===== src/rtl/reaction_game_ctrl.sv =====
// Reaction-time tester sequencer: random pre-delay, GO lamp, millisecond timing,
// false-start / timeout detection and best-score tracking.
module reaction_game_ctrl #(
    parameter int unsigned TICK_DIV     = 50000,
    parameter int unsigned MIN_DELAY_MS = 1000,
    parameter int unsigned DELAY_BITS   = 11,
    parameter int unsigned MAX_MS       = 9999
) (
    input  logic        clk,
    input  logic        rst_n,
    input  logic        start_btn,
    input  logic        react_btn,
    output logic        led,
    output logic [13:0] ms_count,
    output logic [13:0] best_ms,
    output logic        result_valid,
    output logic        false_start,
    output logic        timeout,
    output logic [2:0]  state
);

    localparam int unsigned MSW = 14;
    localparam int unsigned PW  = $clog2(TICK_DIV);
    localparam int unsigned DCW = $clog2(MIN_DELAY_MS + (1 << DELAY_BITS)) + 1;

    localparam logic [15:0]    LFSR_SEED = 16'hACE1;
    localparam logic [MSW-1:0] MS_MAX    = MSW'(MAX_MS);
    localparam logic [MSW-1:0] MS_LAST   = MSW'(MAX_MS - 1);
    localparam logic [PW-1:0]  PRESC_TOP = PW'(TICK_DIV - 1);

    typedef enum logic [2:0] {
        S_IDLE   = 3'd0,
        S_DELAY  = 3'd1,
        S_GO     = 3'd2,
        S_RESULT = 3'd3,
        S_FAULT  = 3'd4
    } state_e;

    state_e           state_q;
    logic             start_prev_q;
    logic             react_prev_q;
    logic             start_rise_q;
    logic             react_rise_q;
    logic [15:0]      lfsr_q;
    logic [15:0]      lfsr_d;
    logic [PW-1:0]    presc_q;
    logic [PW-1:0]    presc_d;
    logic [DCW-1:0]   delay_cnt_q;
    logic [DCW-1:0]   delay_load_d;
    logic [MSW-1:0]   ms_q;
    logic [MSW-1:0]   ms_inc_d;
    logic [MSW-1:0]   best_q;
    logic             led_q;
    logic             result_valid_q;
    logic             false_start_q;
    logic             timeout_q;
    logic             tick;

    // Fibonacci LFSR, taps 16,14,13,11; the all-zero state is unreachable from the seed.
    assign lfsr_d       = {lfsr_q[14:0], lfsr_q[15] ^ lfsr_q[13] ^ lfsr_q[12] ^ lfsr_q[10]};
    assign tick         = (presc_q == PRESC_TOP);
    assign presc_d      = tick ? '0 : presc_q + PW'(1);
    assign delay_load_d = DCW'(MIN_DELAY_MS) + DCW'(lfsr_q[DELAY_BITS-1:0]);
    assign ms_inc_d     = ms_q + MSW'(1);

    always_ff @(posedge clk) begin
        if (!rst_n) begin
            state_q        <= S_IDLE;
            start_prev_q   <= 1'b0;
            react_prev_q   <= 1'b0;
            start_rise_q   <= 1'b0;
            react_rise_q   <= 1'b0;
            lfsr_q         <= LFSR_SEED;
            presc_q        <= '0;
            delay_cnt_q    <= '0;
            ms_q           <= '0;
            best_q         <= MS_MAX;
            led_q          <= 1'b0;
            result_valid_q <= 1'b0;
            false_start_q  <= 1'b0;
            timeout_q      <= 1'b0;
        end else begin
            // Registered rising-edge detect: buttons act one cycle after being sampled.
            start_prev_q   <= start_btn;
            react_prev_q   <= react_btn;
            start_rise_q   <= start_btn & ~start_prev_q;
            react_rise_q   <= react_btn & ~react_prev_q;
            lfsr_q         <= lfsr_d;
            presc_q        <= presc_d;
            result_valid_q <= 1'b0;

            case (state_q)
                S_IDLE, S_RESULT, S_FAULT: begin
                    if (start_rise_q) begin
                        state_q       <= S_DELAY;
                        delay_cnt_q   <= delay_load_d;
                        ms_q          <= '0;
                        led_q         <= 1'b0;
                        false_start_q <= 1'b0;
                        timeout_q     <= 1'b0;
                        presc_q       <= '0;
                    end
                end

                S_DELAY: begin
                    // A react during the pre-delay is a false start, even on the expiry cycle.
                    if (react_rise_q) begin
                        state_q       <= S_FAULT;
                        false_start_q <= 1'b1;
                        presc_q       <= '0;
                    end else if (tick) begin
                        if (delay_cnt_q <= DCW'(1)) begin
                            state_q <= S_GO;
                            led_q   <= 1'b1;
                            ms_q    <= '0;
                            presc_q <= '0;
                        end else begin
                            delay_cnt_q <= delay_cnt_q - DCW'(1);
                        end
                    end
                end

                S_GO: begin
                    // React beats a coincident tick, so the captured time is the pre-tick value.
                    if (react_rise_q) begin
                        state_q        <= S_RESULT;
                        led_q          <= 1'b0;
                        result_valid_q <= 1'b1;
                        presc_q        <= '0;
                        if (ms_q < best_q) begin
                            best_q <= ms_q;
                        end
                    end else if (tick) begin
                        if (ms_q >= MS_LAST) begin
                            state_q   <= S_RESULT;
                            ms_q      <= MS_MAX;
                            led_q     <= 1'b0;
                            timeout_q <= 1'b1;
                            presc_q   <= '0;
                        end else begin
                            ms_q <= ms_inc_d;
                        end
                    end
                end

                default: begin
                    state_q <= S_IDLE;
                    led_q   <= 1'b0;
                    presc_q <= '0;
                end
            endcase
        end
    end

    assign led          = led_q;
    assign ms_count     = ms_q;
    assign best_ms      = best_q;
    assign result_valid = result_valid_q;
    assign false_start  = false_start_q;
    assign timeout      = timeout_q;
    assign state        = state_q;

endmodule


===== config.mk =====
export PLATFORM = sky130hd
export DESIGN_NAME = reaction_game_ctrl
export DESIGN_NICKNAME = d
export VERILOG_FILES = /design/src/rtl/reaction_game_ctrl.sv
export SDC_FILE = /design/constraint.sdc
export NUM_CORES = 1
export LEC_CHECK = 0
export ABC_AREA = 1
export ABC_CLOCK_PERIOD_IN_PS = 2600
export BUFFER_PORTS_ARGS = -buffer_cell sky130_fd_sc_hd__buf_4
export CORE_AREA = 2 2 165 102
export CTS_CLUSTER_DIAMETER = 200
export DETAILED_ROUTE_END_ITERATION = 12
export DIE_AREA = 0 0 167 104
export GPL_TIMING_DRIVEN = 0
export PLACE_DENSITY_LB_ADDON = 0.08
export SYNTH_ARGS = -nofsm -noshare
export SYNTH_HDL_FRONTEND = slang
export SYNTH_SLANG_ARGS = --single-unit

===== constraint.sdc =====
create_clock -name clk -period 2.6 [get_ports clk]
set_clock_uncertainty 0.15 [all_clocks]
set_input_delay 0.39 -clock clk [delete_from_list [all_inputs] [get_ports clk]]
set_output_delay 0.39 -clock clk [all_outputs]
set_load 0.005 [all_outputs]

Word-level counts from Yosys, hierarchy flattened
Cells that the tools add are included.
{"block": "totals", "ff_bits": 84, "output_inout_bits": 35, "mem_bits_rw": 0, "inputBits": 4, "latch_bits": 0, "memories": 0, "elab_cells": 104, "mem_bits_ro": 0}
{"block": "classes", "n_addsub": 4, "multipliers": 0, "n_shift": 0, "div_mod_pow": 0, "muxes": 45, "order_cmp": 3, "bitwise_logic": 7, "n_reduce_logical": 13, "n_eq_ne": 18}
{"operator": "$mux W16", "count": 8}
{"operator": "$mux W14", "count": 7}
{"operator": "$mux W13", "count": 4}
{"operator": "$pmux W16 S3", "count": 1}
{"operator": "$pmux W14 S3", "count": 1}
{"operator": "$pmux W13 S2", "count": 1}
{"operator": "$mux W3", "count": 7}
{"operator": "$ne A2 B2 Y1 const B", "count": 9}
{"operator": "$add A16 B1 Y16 const B", "count": 1}
{"operator": "$eq A16 B16 Y1 const B", "count": 1}
{"operator": "$reduce_and A5 Y1", "count": 3}
{"operator": "$add A14 B1 Y14 const B", "count": 1}
{"operator": "$ge A14 B14 Y1 const B", "count": 1}
{"operator": "$lt A14 B14 Y1", "count": 1}
{"operator": "$le A13 B1 Y1 const B", "count": 1}
{"operator": "$sub A13 B1 Y13 const B", "count": 1}
{"operator": "$add A10 B11 Y12 const A", "count": 1}
{"operator": "$mux W1", "count": 12}
{"operator": "$ne A3 B3 Y1 const B", "count": 4}
{"operator": "$pmux W3 S3", "count": 1}
{"operator": "$reduce_and A7 Y1", "count": 1}
{"operator": "$eq A3 B2 Y1 const B", "count": 2}
{"operator": "$reduce_and A3 Y1", "count": 2}
{"operator": "$reduce_and A6 Y1", "count": 1}
{"operator": "other kinds (12)", "count": 18}

Longest topological paths before layout
Gate-level depths: netlist (run 1).
{"block": "logic_depth", "depth_word": 6, "ltp_mapped": 14, "depth_no_buf": 14}

Worst setup path before layout (run 1)
No wires, ideal clock.
{"block": "synth_path", "path_type": "register to register", "start": "register ms_q[1] (netlist: ms_count[1])", "end": "register best_q[10] (netlist: best_ms[10])", "period_less_slack_ns": 1.756, "arrival_time_ns": 1.543, "setup_time_ns": 0.063, "path_stages_with_launch": 10, "path_buffers": 0, "required_time_ns": 2.387, "path_slack_ns": 0.844, "cell_sequence": "dfxtp_1 -> ha_1 -> a21boi_0 -> o21ai_0 -> nand2_1 -> nand2_1 -> nand2_1 -> nor2_1 -> nand3_1 -> nand3_1"}
{"block": "synth_between", "elab_chain_cells": 2}
{"item": "start, declared", "line_no": "50", "rtl": "logic [MSW-1:0] ms_q;"}
{"item": "start signal, assigned", "line_no": "141", "rtl": "ms_q <= ms_inc_d;"}
{"item": "$lt A14 B14 Y1", "line_no": "130", "rtl": "if (ms_q < best_q) begin"}
{"item": "$reduce_and A3 Y1 (no line)"}
{"item": "end signal, assigned", "line_no": "131", "rtl": "best_q <= ms_q;"}
{"item": "end, declared", "line_no": "52", "rtl": "logic [MSW-1:0] best_q;"}
Every way passes these cells.
A chain may end at the register's enable or synchronous reset.

Worst setup path after layout (run 1)
{"block": "layout_path", "start": "register best_q[5] (netlist: best_ms[5])", "end": "register best_q[10] (netlist: best_ms[10])"}
{"block": "layout_between", "elab_chain_cells": 2}
{"item": "$lt A14 B14 Y1", "line_no": "130"}
{"item": "$reduce_and A3 Y1 (no line)"}
Every way passes these cells.

==> results.json, run 1 <==
{
  "outcome": "complete, no violations",
  "synthCells": 687,
  "whs_endpoint": "react_prev_q",
  "cts_made_buffers": 9,
  "die_w_um": 167,
  "path_buf_inv": 2,
  "min_from": "react_btn",
  "place_ws_ps": 266.0,
  "synth_top_family_by_area": "simple AND/OR/NAND/NOR gates",
  "drv_slew": 0,
  "syn_nets": 710,
  "synthFlopType": "dfxtp_1",
  "cts_buffer_depth": 2,
  "synth_warnings": 0,
  "grt_max_degree": 15,
  "required_ps": 2720,
  "worst_pin_slew_ps": 727.9,
  "path_cells": "inv_1 > ha_1 > nand2_1 > nor2_1 > o21ai_0 > nand2_1 > nand2_1 > nand4_1 > clkbuf_1 > nand2_1 > nand3_1",
  "r2r-end": "best_ms[10]",
  "cp_max_fo": 10,
  "synth_most_common_cell": "nand2_1",
  "clock_latency_ps": 340,
  "vias": 4339,
  "synthSimpleGateAreaFrac_pct": 34.40,
  "viasPerCell": 4.563,
  "fin_crit_ps": 2263,
  "nNetsFinal": 759,
  "powerDensity_nw_per_um2": 817.7,
  "hp-class": "in -> reg",
  "synthesis.area_sq_um": 4673,
  "antenna_found_initial": 0,
  "ys_types": 41,
  "synth_xor_area_share_pct": 3.186,
  "initial_utilization_pct": 29.39,
  "synth_commonest_cells": "181 x nand2_1, 89 x nor2_1, 84 x dfxtp_1",
  "synthAdderAreaFrac_pct": 5.087,
  "overflow": 0,
  "reg2reg_from": "best_ms[5]",
  "die_y_um": 104,
  "finalCritPeriodShare_pct": 87.04,
  "reg2reg_slack_ps": 340,
  "synth.area.top_cells": "dfxtp_1 36%, nand2_1 15%, nor2_1 7.1%",
  "crit_arrival_ps": 2380,
  "power_mw": 4.502,
  "synth_area_leader_cell": "dfxtp_1",
  "first_iter_violations": 307,
  "synth-compound-area-share_pct": 11.38,
  "cpMostUsedCell": "nand2_1",
  "ctsHoldBuffers": 0,
  "io_pins": 39,
  "leakagePower_nw": 2.591,
  "wl_um": 13340,
  "hpwl_um": 10270,
  "async_reset_ff_share_pct": 0,
  "cts_root_buf": "clkbuf_16",
  "finalWorstSetupSlack_ps": 337.0,
  "design.core.area_sq_um": 15900,
  "cp_slowest_cell": "clkbuf_1",
  "clkSinkCount": 84,
  "synth_top_cell_area_share_pct": 35.98,
  "htreeDepth": 3,
  "crit_type": "reg -> reg",
  "place_congestion": 0.8532,
  "synth-edff-count": 0,
  "irDropWorstVdd_mv": 0.3134,
  "finalSetupViolations": 0,
  "wl_per_cell_um": 14.02,
  "r2r_cells": 11,
  "grt_pass1_vias": 3969,
  "area_growth_pct": 17.80,
  "fmax_mhz": 441.9,
  "route.detailed.drc": 0,
  "hold_violations": 0,
  "startpoint_type": "register",
  "cts_tree": "yes",
  "avgSynthCellArea_sq_um": 6.802,
  "ys_seq_elements": 84,
  "slowest_delay_ps": 430,
  "ys_seq_area_share_pct": 35.98,
  "crit_family": "simple AND/OR/NAND/NOR gates",
  "tns_ps": 0,
  "holdPathStages": 3,
  "crit_path_end_kind": "register",
  "drtAntennaViolNets": 0,
  "rows": 36,
  "drive_above_1_share_pct": 15.11,
  "drt-pass1-iter-count": 5,
  "clkTransAtPathRegs_ps": 70,
  "die-area_sq_um": 17370,
  "max_slew_margin_pct": 51.48,
  "cap_violations": 0,
  "rsz0062_at_grt": "false",
  "synth_mux_area_share_pct": 0,
  "io_buffers": 38,
  "grt_pass1_wl_um": 21630,
  "grtUsageTotal_pct": 15.72
}
-- cells in the final DEF (no fill, tap or decap), types with 2 or more instances in the layout --
cell type | synthesis | final
nand3_2 | 3 | 3
inv_1 | 79 | 79
nand4_1 | 6 | 6
a21oi_1 | 41 | 41
clkinvlp_4 | 0 | 2
ha_1 | 19 | 19
buf_2 | 7 | 7
nor2_8 | 2 | 2
clkbuf_16 | 0 | 9
clkinv_1 | 2 | 2
buf_4 | 1 | 39
nand2_1 | 181 | 181
nor3_1 | 11 | 11
o21ai_0 | 31 | 31
nand2_4 | 3 | 3
nor2_2 | 7 | 8
xnor2_1 | 6 | 6
nor2_4 | 4 | 4
o211ai_1 | 3 | 3
a21oi_2 | 6 | 6
clkbuf_2 | 3 | 3
nand3_1 | 37 | 37
nand3b_1 | 2 | 2
o21ai_1 | 9 | 9
inv_2 | 7 | 7
clkinv_4 | 0 | 2
buf_6 | 2 | 2
clkbuf_1 | 9 | 10
or2_2 | 3 | 3
a21boi_0 | 3 | 3
dfxtp_1 | 84 | 84
nand2_2 | 6 | 6
xor2_1 | 11 | 11
nor2_1 | 89 | 88
-- stage by stage --
step	cells	utilization [%]	area [sq um]	hold WS, ps
2_1_floorplan	687	-	4673	218.2
3_3_place_gp	934	32.83	5220	225.5
3_5_place_dp	934	32.83	5220	226.3
4_1_cts	950	34.59	5500	108.2
5_1_grt	950	34.61	5503	118.1
6_report	951	34.62	5505	118.9
-- timing repair --
action                                  in CTS  in global routing
buffers inserted                             0                  0
resized for setup                            0                  1
endpoints found under the setup margin       0                  1
-- layout make-up --
type                            instances  area [sq um]
Fill cell                            1722         10400
Multi-Input combinational cell        491          2529
Inverter                               89         336.6
Buffer                                 23         128.9
Clock inverter                          5         37.54
Clock buffer                           11         242.7
Antenna cell                            1         2.502
Timing Repair Buffer                   38         285.3
Tap cell                              209         261.5
Sequential cell                        84          1682
-- report_power, final --
group | switching (mW) | internal [mW] | total [mW]
registers | 0.130 | 1.43 | 1.56
clock network | 0.549 | 0.676 | 1.23
logic | 1.15 | 0.574 | 1.72
-- worst register-to-register path: stages (launching register included) --
cell	delay, ps
dfxtp_1	330
inv_1	50
ha_1	280
nand2_1	170
nor2_1	140
o21ai_0	100
nand2_1	130
nand2_1	100
nand4_1	90
clkbuf_1	430
nand2_1	120
nand3_1	100
-- cells by family after synthesis --
logic type | count (synthesis)
compound gates | 97
xor+xnor | 17
fa+ha+maj | 19
buf+inv | 112
flops | 84
simple gates | 358
-- how the worst max path moves through the flow --
| stage | startpoint | endpoint | slack (ps) | cells after the start |
|---|---|---|---|---|
| 2_1_floorplan | ms_count[1] | best_ms[10] | 840 | 9 |
| 3_3_place_gp | ms_count[8] | best_ms[3] | 260 | 10 |
| 3_5_place_dp | ms_count[8] | best_ms[3] | 270 | 10 |
| 4_1_cts | ms_count[8] | best_ms[3] | 250 | 10 |
| 5_1_grt | best_ms[5] | best_ms[10] | 140 | 11 |
| 6_report | best_ms[5] | best_ms[10] | 340 | 11 |
-- state kept, by name, summed over array words and instances (netlist names) --
signal / flops
state: 3
start_rise_q: 1
timeout: 1
led: 1
best_ms: 14
react_rise_q: 1
start_prev_q: 1
ms_count: 14
result_valid: 1
presc_q: 16
react_prev_q: 1
lfsr_q: 16
false_start: 1
delay_cnt_q: 13
-- metal layers --
layer	global-route usage (%)	share of wire, %	vias to the layer above
li1	-	-	2265
met1	26.81	59	1976
met2	19.19	35	88
met3	3.044	5.1	10
met4	3.140	0.61	0
met5	0	0	-
Note: power is estimated with default switching activity, not from simulation.
==> run 2, diff against run 1 <==
Settings changed: ABC_CLOCK_PERIOD_IN_PS 2600 to 2900, SLEW_MARGIN from default to 20.
Clock period 2.6 ns to 2.9 ns, I/O delays scaled along.
==> results.json, run 2 (synthesis gave the netlist of run 1 again) <==
{
  "outcome": "complete, no violations",
  "vias": 4342,
  "design.core.area_sq_um": 15900,
  "clkSinkCount": 84,
  "grt_pass1_wl_um": 21630,
  "worst_pin_slew_ps": 728.6,
  "io_buffers": 38,
  "crit_arrival_ps": 2520,
  "clock_latency_ps": 340,
  "rows": 36,
  "cts_made_buffers": 9,
  "die_y_um": 104,
  "route.detailed.drc": 0,
  "leakagePower_nw": 2.591,
  "tns_ps": 0,
  "initial_utilization_pct": 29.39,
  "hold_violations": 0,
  "irDropWorstVdd_mv": 0.2812,
  "drive_above_1_share_pct": 14.98,
  "layout_common_cells": "181 x nand2_1, 89 x nor2_1, 84 x dfxtp_1",
  "crit_type": "reg -> reg",
  "io_pins": 39,
  "reg2reg_from": "ms_count[1]",
  "internal_power_mw": 2.400,
  "powerDensity_nw_per_um2": 732.9,
  "overflow": 0,
  "max_slew_margin_pct": 51.43,
  "startpoint_type": "register",
  "holdPathStages": 3,
  "finalWorstSetupSlack_ps": 507.3,
  "clkTransAtPathRegs_ps": 70,
  "grt_pass1_vias": 3969,
  "drv_slew": 0,
  "min_from": "react_btn",
  "die_w_um": 167,
  "p_comb_share_pct": 38.2,
  "seq_power_share_pct": 34.6,
  "antenna_found_initial": 0,
  "switching_share_pct": 40.50,
  "grtUsageTotal_pct": 15.72,
  "cts_root_buf": "clkbuf_16",
  "cts_buffer_depth": 2,
  "htreeDepth": 3,
  "ctsHoldBuffers": 0,
  "drt-pass1-iter-count": 5,
  "wl_per_cell_um": 14.02,
  "die-area_sq_um": 17370,
  "required_ps": 3030,
  "cp_max_fo": 8,
  "wl_um": 13330,
  "r2r-end": "best_ms[3]",
  "post_cts_buffers": 0,
  "cap_violations": 0,
  "cts-resized-gates": 0,
  "n_fill_cell": 1722,
  "place_ws_ps": 566.0,
  "drtAntennaViolNets": 0,
  "nNetsFinal": 759,
  "hpwl_um": 10270,
  "reg_top3": "lfsr_q (16), presc_q (16)",
  "rsz0062_at_grt": "false",
  "grt_max_degree": 15,
  "final_common_cell": "nand2_1",
  "reg2reg_slack_ps": 510,
  "hp-class": "in -> reg",
  "switchingPower_mw": 1.633,
  "r2r_cells": 9,
  "fin_crit_ps": 2393,
  "first_iter_violations": 309,
  "place_congestion": 0.8532,
  "viasPerCell": 4.566,
  "finalSetupViolations": 0,
  "area_growth_pct": 17.75,
  "fmax_mhz": 417.9,
  "pwr-share-clk_pct": 27.2,
  "whs_endpoint": "react_prev_q",
  "crit_path_end_kind": "register",
  "finalCritPeriodShare_pct": 82.51,
  "cts_tree": "yes"
}
==> run 2: cell counts in the layout (fill, tap and decap cells not counted) <==
No cell type changed its count.
==> run 2: routing by layer <==
layer  global-route usage (%)  share of wire [%]  up-vias
li1                         -                  -     2266
met1                    26.81                 58     1972
met2                    19.19                 35       94
met3                    3.044                6.2       10
met4                    3.140               0.62        0
met5                        0                  0        -
==> run 2: worst max path at each step <==
| stage | from | end | slack (ps) |
|---|---|---|---|
| 2_1_floorplan | ms_count[1] | best_ms[10] | 1140 |
| 3_3_place_gp | ms_count[8] | best_ms[3] | 560 |
| 4_1_cts | ms_count[8] | best_ms[3] | 550 |
| 6_report | ms_count[1] | best_ms[3] | 510 |
| 5_1_grt | ms_count[8] | best_ms[0] | 280 |
| 3_5_place_dp | ms_count[8] | best_ms[3] | 570 |
==> run 2: worst max-delay path, stage by stage, from the launching register on <==
cell	delay (ps)
dfxtp_1	480
ha_1	280
a21boi_0	120
o21ai_0	200
nand2_1	140
nand2_1	120
nand2_1	60
nor2_1	530
nand3_1	160
nand3_1	100
==> run 2: power by group through the flow <==
stage / logic (mW) / registers [mW] / clock network, mW
6_report: 1.54 / 1.40 / 1.10
5_1_grt: 1.73 / 1.41 / 1.19
4_1_cts: 1.53 / 1.40 / 1.14
3_5_place_dp: 1.52 / 1.42 / 0
3_3_place_gp: 1.51 / 1.42 / 0
2_1_floorplan: 1.11 / 1.40 / 0
==> run 2: final cells by class <==
cell class / count / area (sq um) / share of cell area, %
inverters: 89 / 336.6 / 6.116
repair buffers: 38 / 285.3 / 5.184
well taps: 209 / 261.5 / 4.752
multi-input cells: 491 / 2526 / 45.91
flip-flops and latches: 84 / 1682 / 30.56
clock inverters: 5 / 37.54 / 0.6821
diodes: 1 / 2.502 / 0.04548
plain buffers: 23 / 128.9 / 2.342
clock buffers: 11 / 242.7 / 4.411
==> run 2: through the flow <==
step / hold slack, ps / std cells / cell area, sq um / utilization (%) / power (mW)
floorplan: 218.2 / 687 / 4673 / - / 2.507
global placement: 225.5 / 934 / 5220 / 32.83 / 2.928
detailed placement: 226.3 / 934 / 5220 / 32.83 / 2.943
CTS: 153.2 / 950 / 5500 / 34.59 / 4.067
global route: 163.1 / 950 / 5500 / 34.59 / 4.332
finish: 166.0 / 951 / 5503 / 34.61 / 4.033
==> run 3, diff against run 2 <==
Settings changed: ABC_AREA 1 to 0, ABC_CLOCK_PERIOD_IN_PS 2900 to 2300, CORE_AREA 2 2 165 102 to 2 2 163 101, DIE_AREA 0 0 167 104 to 0 0 165 103.
Clock period 2.9 ns to 2.3 ns, I/O delays scaled along.
==> results.json, run 3 <==
{
  "cts_tree": "yes",
  "reg_top3": "lfsr_q (16), presc_q (16)",
  "htreeDepth": 3,
  "post_dp_cell_area_sq_um": 5120,
  "synth_most_common_cell": "dfxtp_1",
  "rsz0062_at_grt": "true",
  "io_pins": 39,
  "synth_commonest_cells": "84 x dfxtp_1, 55 x nor2_1, 48 x nand2_1",
  "worst_pin_slew_ps": 735.8,
  "reg2reg_slack_ps": 50,
  "stdcell_area_sq_um": 5710,
  "met3_usage_pct": 5.591,
  "required_ps": 2390,
  "initial_utilization_pct": 29.14,
  "grt_pass1_wl_um": 22630,
  "power_mw": 5.043,
  "drv_slew": 0,
  "die_y_um": 103,
  "ys_seq_elements": 84,
  "wl_um": 14530,
  "die_w_um": 165,
  "startpoint_type": "register",
  "drt-pass1-iter-count": 5,
  "grt_max_degree": 15,
  "tns_ps": 0,
  "clkSinkCount": 84,
  "powerDensity_nw_per_um2": 883.2,
  "irDropWorstVdd_mv": 0.3656,
  "synthFlopType": "dfxtp_1",
  "viasPerCell": 5.341,
  "drtAntennaViolNets": 0,
  "cts_buffer_depth": 2,
  "finalCritPeriodShare_pct": 97.89,
  "cp_max_fo": 6,
  "vias": 4305,
  "cap_violations": 0,
  "use_met1_pct": 27.96,
  "io_buffers": 37,
  "synthCells": 535,
  "cts_root_buf": "clkbuf_16",
  "rows": 36,
  "seq_area_sq_um": 1688,
  "hold_violations": 0,
  "ys_seq_area_share_pct": 36.71,
  "first_iter_violations": 353,
  "finalWorstSetupSlack_ps": 48.63,
  "grt.busiest_layer": "met1",
  "place_congestion": 0.8903,
  "route.detailed.drc": 0,
  "synth.area.top_cells": "dfxtp_1 37%, ha_1 5.2%, nor2_1 4.5%",
  "synth-edff-count": 0,
  "antenna_found_initial": 0,
  "grt_pass1_vias": 3937,
  "fin_crit_ps": 2251,
  "async_reset_ff_share_pct": 0,
  "leakagePower_nw": 2.222,
  "design.core.area_sq_um": 15720,
  "synth_warnings": 0,
  "cts_made_buffers": 9,
  "synthesis.area_sq_um": 4581,
  "drive_above_1_share_pct": 19.97,
  "final_common_cell": "dfxtp_1",
  "outcome": "complete, no violations",
  "hold_ws_ps": 78.90,
  "multi_input_area_sq_um": 2872,
  "place_ws_ps": -226.0,
  "area_growth_pct": 24.67,
  "synth_top_cell_area_share_pct": 36.71,
  "nNetsFinal": 614,
  "syn_nets": 558,
  "met2_usage_pct": 22.44,
  "crit_type": "reg -> reg",
  "die-area_sq_um": 17000,
  "avgSynthCellArea_sq_um": 8.562,
  "hp-class": "in -> reg",
  "synth_area_leader_cell": "dfxtp_1",
  "fmax_mhz": 444.2,
  "overflow": 0,
  "layout_common_cells": "81 x dfxtp_1, 51 x nor2_1, 50 x buf_4",
  "wl_per_cell_um": 18.03,
  "n_fill_cell": 1610,
  "finalSetupViolations": 0,
  "grtUsageTotal_pct": 17.71,
  "clock_latency_ps": 350,
  "ys_types": 77,
  "crit_arrival_ps": 2340,
  "crit_path_end_kind": "register",
  "max_slew_margin_pct": 50.95,
  "clkTransAtPathRegs_ps": 70,
  "hpwl_um": 10690
}
run 3: final cells by class:
| type | instances | area share (%) |
|---|---|---|
| inverter | 24 | 1.578 |
| antenna | 1 | 0.04382 |
| clock buffer | 11 | 4.251 |
| timing repair buffer | 48 | 6.310 |
| tap | 209 | 4.579 |
| sequential | 84 | 29.56 |
| multi-input combinational | 400 | 50.28 |
| buffer | 24 | 2.344 |
| clock inverter | 5 | 1.052 |
run 3: power by group:
part           switching (mW)  internal [mW]
sequential              0.105           1.56
combinational            1.16          0.711
clock                   0.623          0.876
run 3: final timing paths:
path | start | to | depth (start not counted)
min reg2reg | react_prev_q | react_rise_q | 1
max | delay_cnt_q[5] | ms_count[1] | 5
min | react_btn | react_prev_q | 2
max reg2reg | delay_cnt_q[5] | ms_count[1] | 5
run 3: timing repair:
| item | CTS | global route |
|---|---|---|
| setup buffers | 7 | 4 |
| hold buffers | 0 | 0 |
| setup endpoints to repair | 47 | 49 |
| gates resized for setup | 25 | 29 |
| pin swaps | 7 | 2 |
run 3: logic make-up after synthesis:
group / count (synthesis) / synth area share (%)
simple gates: 219 / 25.51
compound gates: 125 / 20.38
flops: 84 / 36.71
buf+inv: 51 / 4.725
xor+xnor: 22 / 4.206
fa+ha+maj: 19 / 5.190
mux: 15 / 3.278
run 3: layer usage:
| metal | wire [um] | up-vias |
|---|---|---|
| li1 | - | 2089 |
| met1 | 8170 | 2082 |
| met2 | 5259 | 122 |
| met3 | 959 | 12 |
| met4 | 144 | 0 |
| met5 | 0 | - |
run 3: per-stage QoR:
step,std cells,util [%]
after floorplan,535,-
after global placement,781,32.57
after detailed placement,781,32.57
after CTS,801,35.42
after global routing,805,36.31
final,806,36.33
run 3: worst max-delay path, stage by stage (launching register included):
cell      delay, ps
dfxtp_1         360
or4_4           610
nand2b_4        220
o31ai_4         410
a21oi_4         130
a22o_1          250
